===== src/rtl/seg_debug_scanner.sv =====
// seg_debug_scanner: debug display engine.
// Selects one of CH packed channels and latches it once per scan frame.
// Shows the latched value on DIGITS multiplexed active-low seven-segment
// digits, with optional leading-zero blanking and a decimal-point marker.
// Also produces a peek address, either manual or auto-scanned.
module seg_debug_scanner #(
    parameter int DIGITS   = 8,
    parameter int CH       = 8,
    parameter int SCAN_DIV = 50000,
    parameter int DWELL    = 50000000,
    parameter int ADDR_W   = 7,
    localparam int DW      = 4 * DIGITS,
    localparam int SW      = (CH > 1) ? $clog2(CH) : 1
) (
    input  logic              clk,
    input  logic              rst_n,
    input  logic [CH*DW-1:0]  ch_data,
    input  logic [SW-1:0]     ch_sel,
    input  logic              hold,
    input  logic              blank_lz,
    input  logic              auto_en,
    input  logic [ADDR_W-1:0] man_addr,
    output logic [ADDR_W-1:0] addr_out,
    output logic [DIGITS-1:0] an,
    output logic [6:0]        seg,
    output logic              dp
);

    localparam int IW = (DIGITS > 1) ? $clog2(DIGITS) : 1;
    localparam int PW = $clog2(SCAN_DIV);
    localparam int CW = $clog2(DWELL);

    logic [PW-1:0] pcnt;
    logic [IW-1:0] idx;
    logic [DW-1:0] frame;
    logic [CW-1:0] dcnt;
    logic          auto_en_p1;

    logic          tick;
    logic          boundary;
    logic [DW-1:0] sel_data;
    logic [3:0]    nib;
    logic          blank;
    logic          dp_hit;

    // Hex nibble to active-low segment pattern (bit6 = g .. bit0 = a).
    function automatic logic [6:0] seg_font(input logic [3:0] n);
        case (n)
            4'h0:    seg_font = 7'b1000000;
            4'h1:    seg_font = 7'b1111001;
            4'h2:    seg_font = 7'b0100100;
            4'h3:    seg_font = 7'b0110000;
            4'h4:    seg_font = 7'b0011001;
            4'h5:    seg_font = 7'b0010010;
            4'h6:    seg_font = 7'b0000010;
            4'h7:    seg_font = 7'b1111000;
            4'h8:    seg_font = 7'b0000000;
            4'h9:    seg_font = 7'b0011000;
            4'hA:    seg_font = 7'b0001000;
            4'hB:    seg_font = 7'b0000011;
            4'hC:    seg_font = 7'b1000110;
            4'hD:    seg_font = 7'b0100001;
            4'hE:    seg_font = 7'b0000110;
            default: seg_font = 7'b0001110;
        endcase
    endfunction

    // Slot timing, channel mux (out-of-range select reads as zero) and slot decode.
    always_comb begin
        tick     = (pcnt == PW'(SCAN_DIV - 1));
        boundary = tick && (idx == IW'(DIGITS - 1));
        sel_data = '0;
        for (int k = 0; k < CH; k++) begin
            if (ch_sel == SW'(k)) sel_data = ch_data[k*DW +: DW];
        end
        nib    = frame[{idx, 2'b00} +: 4];
        blank  = blank_lz && (idx != '0) && ((frame >> {idx, 2'b00}) == '0);
        dp_hit = (int'(ch_sel) == int'(idx));
    end

    // Prescaler, digit index and frame latch; frame only moves at a frame boundary.
    always_ff @(posedge clk or negedge rst_n) begin
        if (!rst_n) begin
            pcnt  <= '0;
            idx   <= '0;
            frame <= '0;
        end else begin
            if (tick) begin
                pcnt <= '0;
                idx  <= (idx == IW'(DIGITS - 1)) ? '0 : idx + IW'(1);
            end else begin
                pcnt <= pcnt + PW'(1);
            end
            if (boundary && !hold) frame <= sel_data;
        end
    end

    // Registered digit drive, recomputed every cycle from the current slot.
    always_ff @(posedge clk or negedge rst_n) begin
        if (!rst_n) begin
            an  <= '1;
            seg <= 7'h7F;
            dp  <= 1'b1;
        end else begin
            an  <= blank ? '1 : ~(DIGITS'(1) << idx);
            seg <= blank ? 7'h7F : seg_font(nib);
            dp  <= !(!blank && dp_hit);
        end
    end

    // Peek address: manual follow, or auto-scan restarting at 0 with a full dwell.
    always_ff @(posedge clk or negedge rst_n) begin
        if (!rst_n) begin
            dcnt       <= '0;
            addr_out   <= '0;
            auto_en_p1 <= 1'b1;
        end else begin
            auto_en_p1 <= auto_en;
            if (!auto_en) begin
                dcnt     <= '0;
                addr_out <= man_addr;
            end else if (!auto_en_p1) begin
                dcnt     <= '0;
                addr_out <= '0;
            end else if (dcnt == CW'(DWELL - 1)) begin
                dcnt     <= '0;
                addr_out <= addr_out + ADDR_W'(1);
            end else begin
                dcnt <= dcnt + CW'(1);
            end
        end
    end

endmodule


===== config.mk =====
export PLATFORM = sky130hd
export DESIGN_NAME = seg_debug_scanner
export DESIGN_NICKNAME = d
export VERILOG_FILES = /design/src/rtl/seg_debug_scanner.sv
export SDC_FILE = /design/constraint.sdc
export NUM_CORES = 1
export LEC_CHECK = 0
export CAP_MARGIN = 20
export CORE_AREA = 3 3 132 134
export CTS_CLUSTER_SIZE = 25
export DETAILED_ROUTE_END_ITERATION = 8
export DIE_AREA = 0 0 135 137
export MAX_ROUTING_LAYER = met4
export PLACE_DENSITY = 0.85
export SLEW_MARGIN = 30
export SYNTH_ARGS = -nofsm -noshare
export SYNTH_HDL_FRONTEND = slang
export SYNTH_SLANG_ARGS = --single-unit

===== constraint.sdc =====
create_clock -name clk -period 3 [get_ports clk]
set_input_delay 0.6 -clock clk [delete_from_list [all_inputs] [get_ports clk]]
set_output_delay 0.6 -clock clk [all_outputs]
set_load 0.05 [all_outputs]

Yosys cells after proc, flatten, opt, wreduce, memory -nomap -nowiden
Memory sizes are Yosys's and may differ from the RTL's.
Index checks and enable logic that the tools add are counted.
{ "word_totals": {"register_bits": 101, "latch_bits": 0, "mem_bits_rw": 0, "romBits": 112, "input_bits": 271, "output_inout_bits": 23, "elab_cells": 59, "memories": 1} }
{ "memory_table": {"columns": ["memory", "depth", "width", "read_ports", "rd_clocked_by_memory_dff", "write_ports", "line", "text"], "rows": [
  ["(no name shown)", 16, 7, 1, 0, 0, "48", "case (n)"]
]} }
{ "op_classes": {"add_sub_neg": 4, "n_mul": 0, "n_div": 0, "n_lt_le_gt_ge": 0, "n_eq_ne": 12, "n_shift": 3, "muxes": 18, "n_bitwise": 1, "reduce_logical": 11} }
{ "op_table": {"columns": ["operator", "n"], "rows": [
  ["32-bit two-way mux", 8],
  ["26-bit two-way mux", 3],
  ["32-bit logical NOT", 1],
  ["32-bit by 6-bit indexed part select with 4-bit output", 1],
  ["32-bit by 5-bit >> shifter with 32-bit output", 1],
  ["7-bit two-way mux", 4],
  ["26-bit by 1-bit adder with 26-bit output (second input constant)", 1],
  ["26-bit == test (second input constant)", 1],
  ["16-bit by 1-bit adder with 16-bit output (second input constant)", 1],
  ["16-bit == test (second input constant)", 1],
  ["16-bit two-way mux", 1],
  ["3-bit == test (second input constant)", 5],
  ["8-bit two-way mux", 1],
  ["8-bit inverter", 1],
  ["1-bit by 3-bit left shift with 8-bit output (first input constant)", 1],
  ["7-bit by 1-bit adder with 7-bit output (second input constant)", 1],
  ["3-bit by 2-bit == test with 1-bit output (second input constant)", 2],
  ["1-bit logical AND", 5],
  ["3-bit by 1-bit adder with 3-bit output (second input constant)", 1],
  ["3-bit by 1-bit == test with 1-bit output (second input constant)", 1],
  ["3-bit == test", 1],
  ["1-bit logical NOT", 3],
  ["3-bit logical NOT", 1],
  ["3-bit two-way mux", 1],
  ["other kinds (2)", 2]
]} }

Logic depth before layout (Yosys ltp)
Gate-level depths: netlist (run 1).
{ "depth": {"depth_word": 9, "ltp_mapped": 9, "ltp_nobuf": 7} }

Least setup slack after synthesis (run 1)
Ideal clock, no wire load.
{ "synth_timing": {"path_type": "reg-to-reg", "from": "register idx[0]", "to": "register seg[2]", "setup_time_ns": 0.073, "t_arrival_ns": 2.450, "t_required_ns": 2.927, "path_slack_ns": 0.477, "stages_incl_launch_ff": 10, "n_path_buf": 2, "period_less_slack_ns": 2.523, "cell_sequence": "dfrtp_1 -> buf_6 -> mux4_1 -> mux2i_1 -> ha_1 -> nand3_1 -> a211oi_1 -> nand2_4 -> buf_6 -> o21ai_1"} }
{ "synth_via": {"elab_chain_cells": 4, "elab_cells_between_ends": 8, "cone_classes": "shift: 2; mux: 1; reduce/logical: 4; memory: 1"} }
{ "synth_lines": {"columns": ["element", "line", "text"], "rows": [
  ["from (decl)", "34", "logic [IW-1:0] idx;"],
  ["from (signal assigned)", "90", "idx <= (idx == IW'(DIGITS - 1)) ? '0 : idx + IW'(1);"],
  ["parallel branches: the longest is 3 deep, another holds memory read 16 x 7 bit", null, null],
  ["7-bit two-way mux (*)", "106", "seg <= blank ? 7'h7F : seg_font(nib);"],
  ["to (signal assigned)", "106", null],
  ["to (decl)", "25", "output logic [6:0] seg,"]
]} }
Every way passes the cells marked *.
A chain may end at the register's enable or synchronous reset.

Worst setup path after layout (run 1)
{ "layout_timing": {"from": "register idx[1]", "to": "register an[1]"} }
{ "layout_via": {"elab_chain_cells": 4, "elab_cells_between_ends": 8, "cone_classes": "shift: 2; mux: 1; bitwise: 1; reduce/logical: 4"} }
{ "layout_lines": {"columns": ["element", "line", "text"], "rows": [
  ["32-bit by 5-bit >> shifter with 32-bit output / 3-bit nonzero test (equally long branches)", "77", "blank = blank_lz && (idx != '0) && ((frame >> {idx, 2'b00}) == '0);"],
  ["32-bit logical NOT / 1-bit logical AND (equally long branches)", "77", null],
  ["1-bit logical AND", "77", null],
  ["8-bit two-way mux (*)", "105", "an <= blank ? '1 : ~(DIGITS'(1) << idx);"],
  ["to (signal assigned)", "105", null],
  ["to (decl)", "24", "output logic [DIGITS-1:0] an,"]
]} }
Every way passes the cells marked *; elsewhere a longest branch is shown, timed or not.

==> impl_results.md, run 1 <==
* Status: finished, final reports clean
* GP Congestion at 0.9768
* EDFF count, synth at 0
* Critical path startpoint category: flop
* Worst Max-Slew Pin Slew at 0.7393 ns
* Area grow syn2layout at 47.46%
* Starting Density at 43.69%
* CP Max Fanout at 16
* Mapped Cells at 708
* #FFs+latches synth at 101
* Most frequent cells in the layout: 289 x clkdlybuf4s50_1, 84 x dfrtp_1, 56 x nand2_1, 51 x nor2_1, 42 x mux2i_1
* Number of clock sinks at 101
* Post-synthesis area per instance at 10.12 um^2
* Die footprint at 0.01850 mm^2
* Hold buffer count at cts at 0
* H-Tree Level Count at 3
* TritonCTS Buffers at 9
* Skew final at 0.008807 ns
* Crit end category: flop
* Final hold violations at 0
* Postcts setup bufs at 0
* TritonCTS clock tree: built
* Top FF cell, synth: dfrtp_1
* Placed Instances at 1190
* Cell Area, Synth at 0.007168 mm^2
* Post-Syn Nets at 993
* Setup TNS at 0 ns
* DR vias at 7081
* Max Cap Viol at 0
* Worst-skew pair later-pin latency at 0.34 ns
* Static Leak at 4.481 nW
* Period minus WS final at 2.590 ns
* # setup viols final at 0
* Slew HR at 50.30%
* VDD IR-drop max at 0.2293 mV
* Core ar. at 0.01641 mm^2
* Vias in the first global route at 7000
* Total power at 3.281 mW
* Layout cells sized above 1 at 12.78%
* Worst hold path type: primary input to async pin
* Commonest non-fill, non-tap cell in the layout: clkdlybuf4s50_1
* Post-DP HPWL at 21110 um
* Die W at 135 um
* First-pass DRT Iterations at 6
* Fin cells at 1210
* IO Count at 294
* Routed WL per cell at 21.96 um
* Clk slew on worst S/H paths at 0.07 ns
* Crit path DAT at 2.84 ns
* Crit path kind: flop to flop
* Post-route ant nets at 0
* Site Rows at 47
* Global-route wire length before repair at 39800 um
* Async S/R FF share, synth at 100.0%
* Die height at 137 um
* Fillers at 1297
* Unique cell type count in the Yosys netlist at 62
* Pwr dens at 310.4 mW/mm^2
* Slew Limit Fails at 0
* 1st-iter DRT viols at 711
* Clock Path Buffers at 2
* Req. time, crit path at 3.25 ns
* Fmax at 386.0 MHz
* Yosys warning count at 0
* RSZ-0062 raised after global routing: false
* Final #Nets at 1266
* Clk root buf: clkbuf_16
* Total GRT Usage at 28.78%
* Sequential area share after synthesis at 35.56%
* Post-CTS Resized at 0
* Largest net degree at the start of global routing at 65
* Drt drc at 0
* GRT overflow at 0
* PortBufs at 293
* Final WL at 26570 um
* Antenna violations before repair at 3
* Via/cell ratio at 5.852
* Tcrit/Tclk final at 86.35%
## final cells by class
cell class                 count  area [um^2]  area share [%]
antenna                        4        10.01         0.09470
clock buffer                  13        250.2           2.367
clock inverter                 3        22.52          0.2131
inverter                       9        33.78          0.3196
multi-input combinational    550         4357           41.22
sequential                   101         2549           24.11
tap                          220        275.3           2.604
timing repair buffer         310         3073           29.07
## synth_stat cells, types with 5 or more instances
master,instances,area (um^2)
nor2_1,51,191.4
o2bb2ai_1,6,52.55
buf_1,5,18.77
buf_2,18,90.09
nor3_1,9,45.04
nand2_1,56,210.2
a21o_1,20,150.1
a211oi_2,16,200.2
mux4_1,8,210.2
a222oi_1,7,70.07
mux2_2,29,326.6
and2_1,6,37.54
nor4_1,8,50.05
xnor2_1,15,131.4
o22a_1,17,148.9
a211oi_1,13,97.59
clkbuf_1,21,78.83
mux2i_1,42,420.4
nand4_1,13,81.33
nand3_1,30,150.1
and3_1,8,50.05
ha_1,14,175.2
inv_1,7,26.28
dfrtp_1,84,2102
mux4_2,16,360.4
o22ai_1,17,106.4
a22o_1,9,78.83
a21oi_1,16,80.08
xor2_1,29,254.0
o21ai_0,41,205.2
dfstp_2,17,446.7
nor2b_1,9,56.30
## power by group
group / internal (mW) / switching, mW / leakage [nW]
logic: 0.482 / 0.320 / 3.02
clock network: 0.590 / 0.506 / 0.134
registers: 1.37 / 0.0107 / 1.33
total: 2.44 / 0.837 / 4.48
## routing by layer
| metal | track usage, % | wire, um |
|---|---|---|
| met1 | 38.33 | 10730 |
| met2 | 44.80 | 12880 |
| met3 | 7.721 | 2571 |
| met4 | 5.711 | 389 |
| met5 | - | 0 |
## state kept, by name, indices dropped and copies added, names as in the netlist
register    cells
pcnt           16
dcnt           26
frame          32
addr_out        7
an              8
dp              1
seg             7
idx             3
auto_en_p1      1
## worst max-delay path: stages, from the launching register on
cell and delay (ns):
dfrtp_1 0.66, mux4_1 0.38, mux2i_1 0.27, ha_1 0.26, nand3_1 0.12, a211oi_1 0.36, nand2_4 0.21, o211ai_1 0.24
## final timing paths
check	startpoint	to	slack, ns	cells after the start
max in group asynchronous	rst_n	seg[4]	1.95	2
max	idx[1]	an[1]	0.41	7
min reg2reg	pcnt[5]	pcnt[5]	0.50	1
min in group clk	pcnt[5]	pcnt[5]	0.50	1
min	rst_n	dcnt[15]	0.26	1
max reg2reg	idx[1]	an[1]	0.41	7
## through the flow
step / util (%) / cell area (um^2) / hold WS (ns) / setup WS [ns]
after detailed placement: 62.70 / 10290 / 0.4881 / 0.4509
after floorplan: - / 7168 / 0.3044 / 0.4766
final: 64.42 / 10570 / 0.2630 / 0.4095
after global placement: 62.68 / 10280 / 0.4705 / 0.5428
after CTS: 64.36 / 10560 / 0.2754 / 0.4504
after global routing: 64.41 / 10570 / 0.2975 / 0.1828
## logic make-up after synthesis
logic type / after synthesis / share of synthesized area [%]
compound gates: 183 / 19.01
buf+inv: 57 / 3.718
mux: 96 / 18.59
xor+xnor: 44 / 5.376
flops: 101 / 35.56
simple gates: 213 / 15.31
fa+ha+maj: 14 / 2.444
(Power assumes the default switching activity.)
==> run 2: changes to the inputs <==
--- a/config.mk
+++ b/config.mk
@@ -5,14 +5,17 @@
 export SDC_FILE = /design/constraint.sdc
 export NUM_CORES = 1
 export LEC_CHECK = 0
+export ABC_AREA = 0
 export CAP_MARGIN = 20
 export CORE_AREA = 3 3 132 134
 export CTS_CLUSTER_SIZE = 25
 export DETAILED_ROUTE_END_ITERATION = 8
 export DIE_AREA = 0 0 135 137
+export HOLD_SLACK_MARGIN = 0.02
 export MAX_ROUTING_LAYER = met4
 export PLACE_DENSITY = 0.85
 export SLEW_MARGIN = 30
 export SYNTH_ARGS = -nofsm -noshare
 export SYNTH_HDL_FRONTEND = slang
 export SYNTH_SLANG_ARGS = --single-unit
+export TNS_END_PERCENT = 50
==> results of run 2 <==
The final DEF is identical to that of run 1; final timing and power are the same.
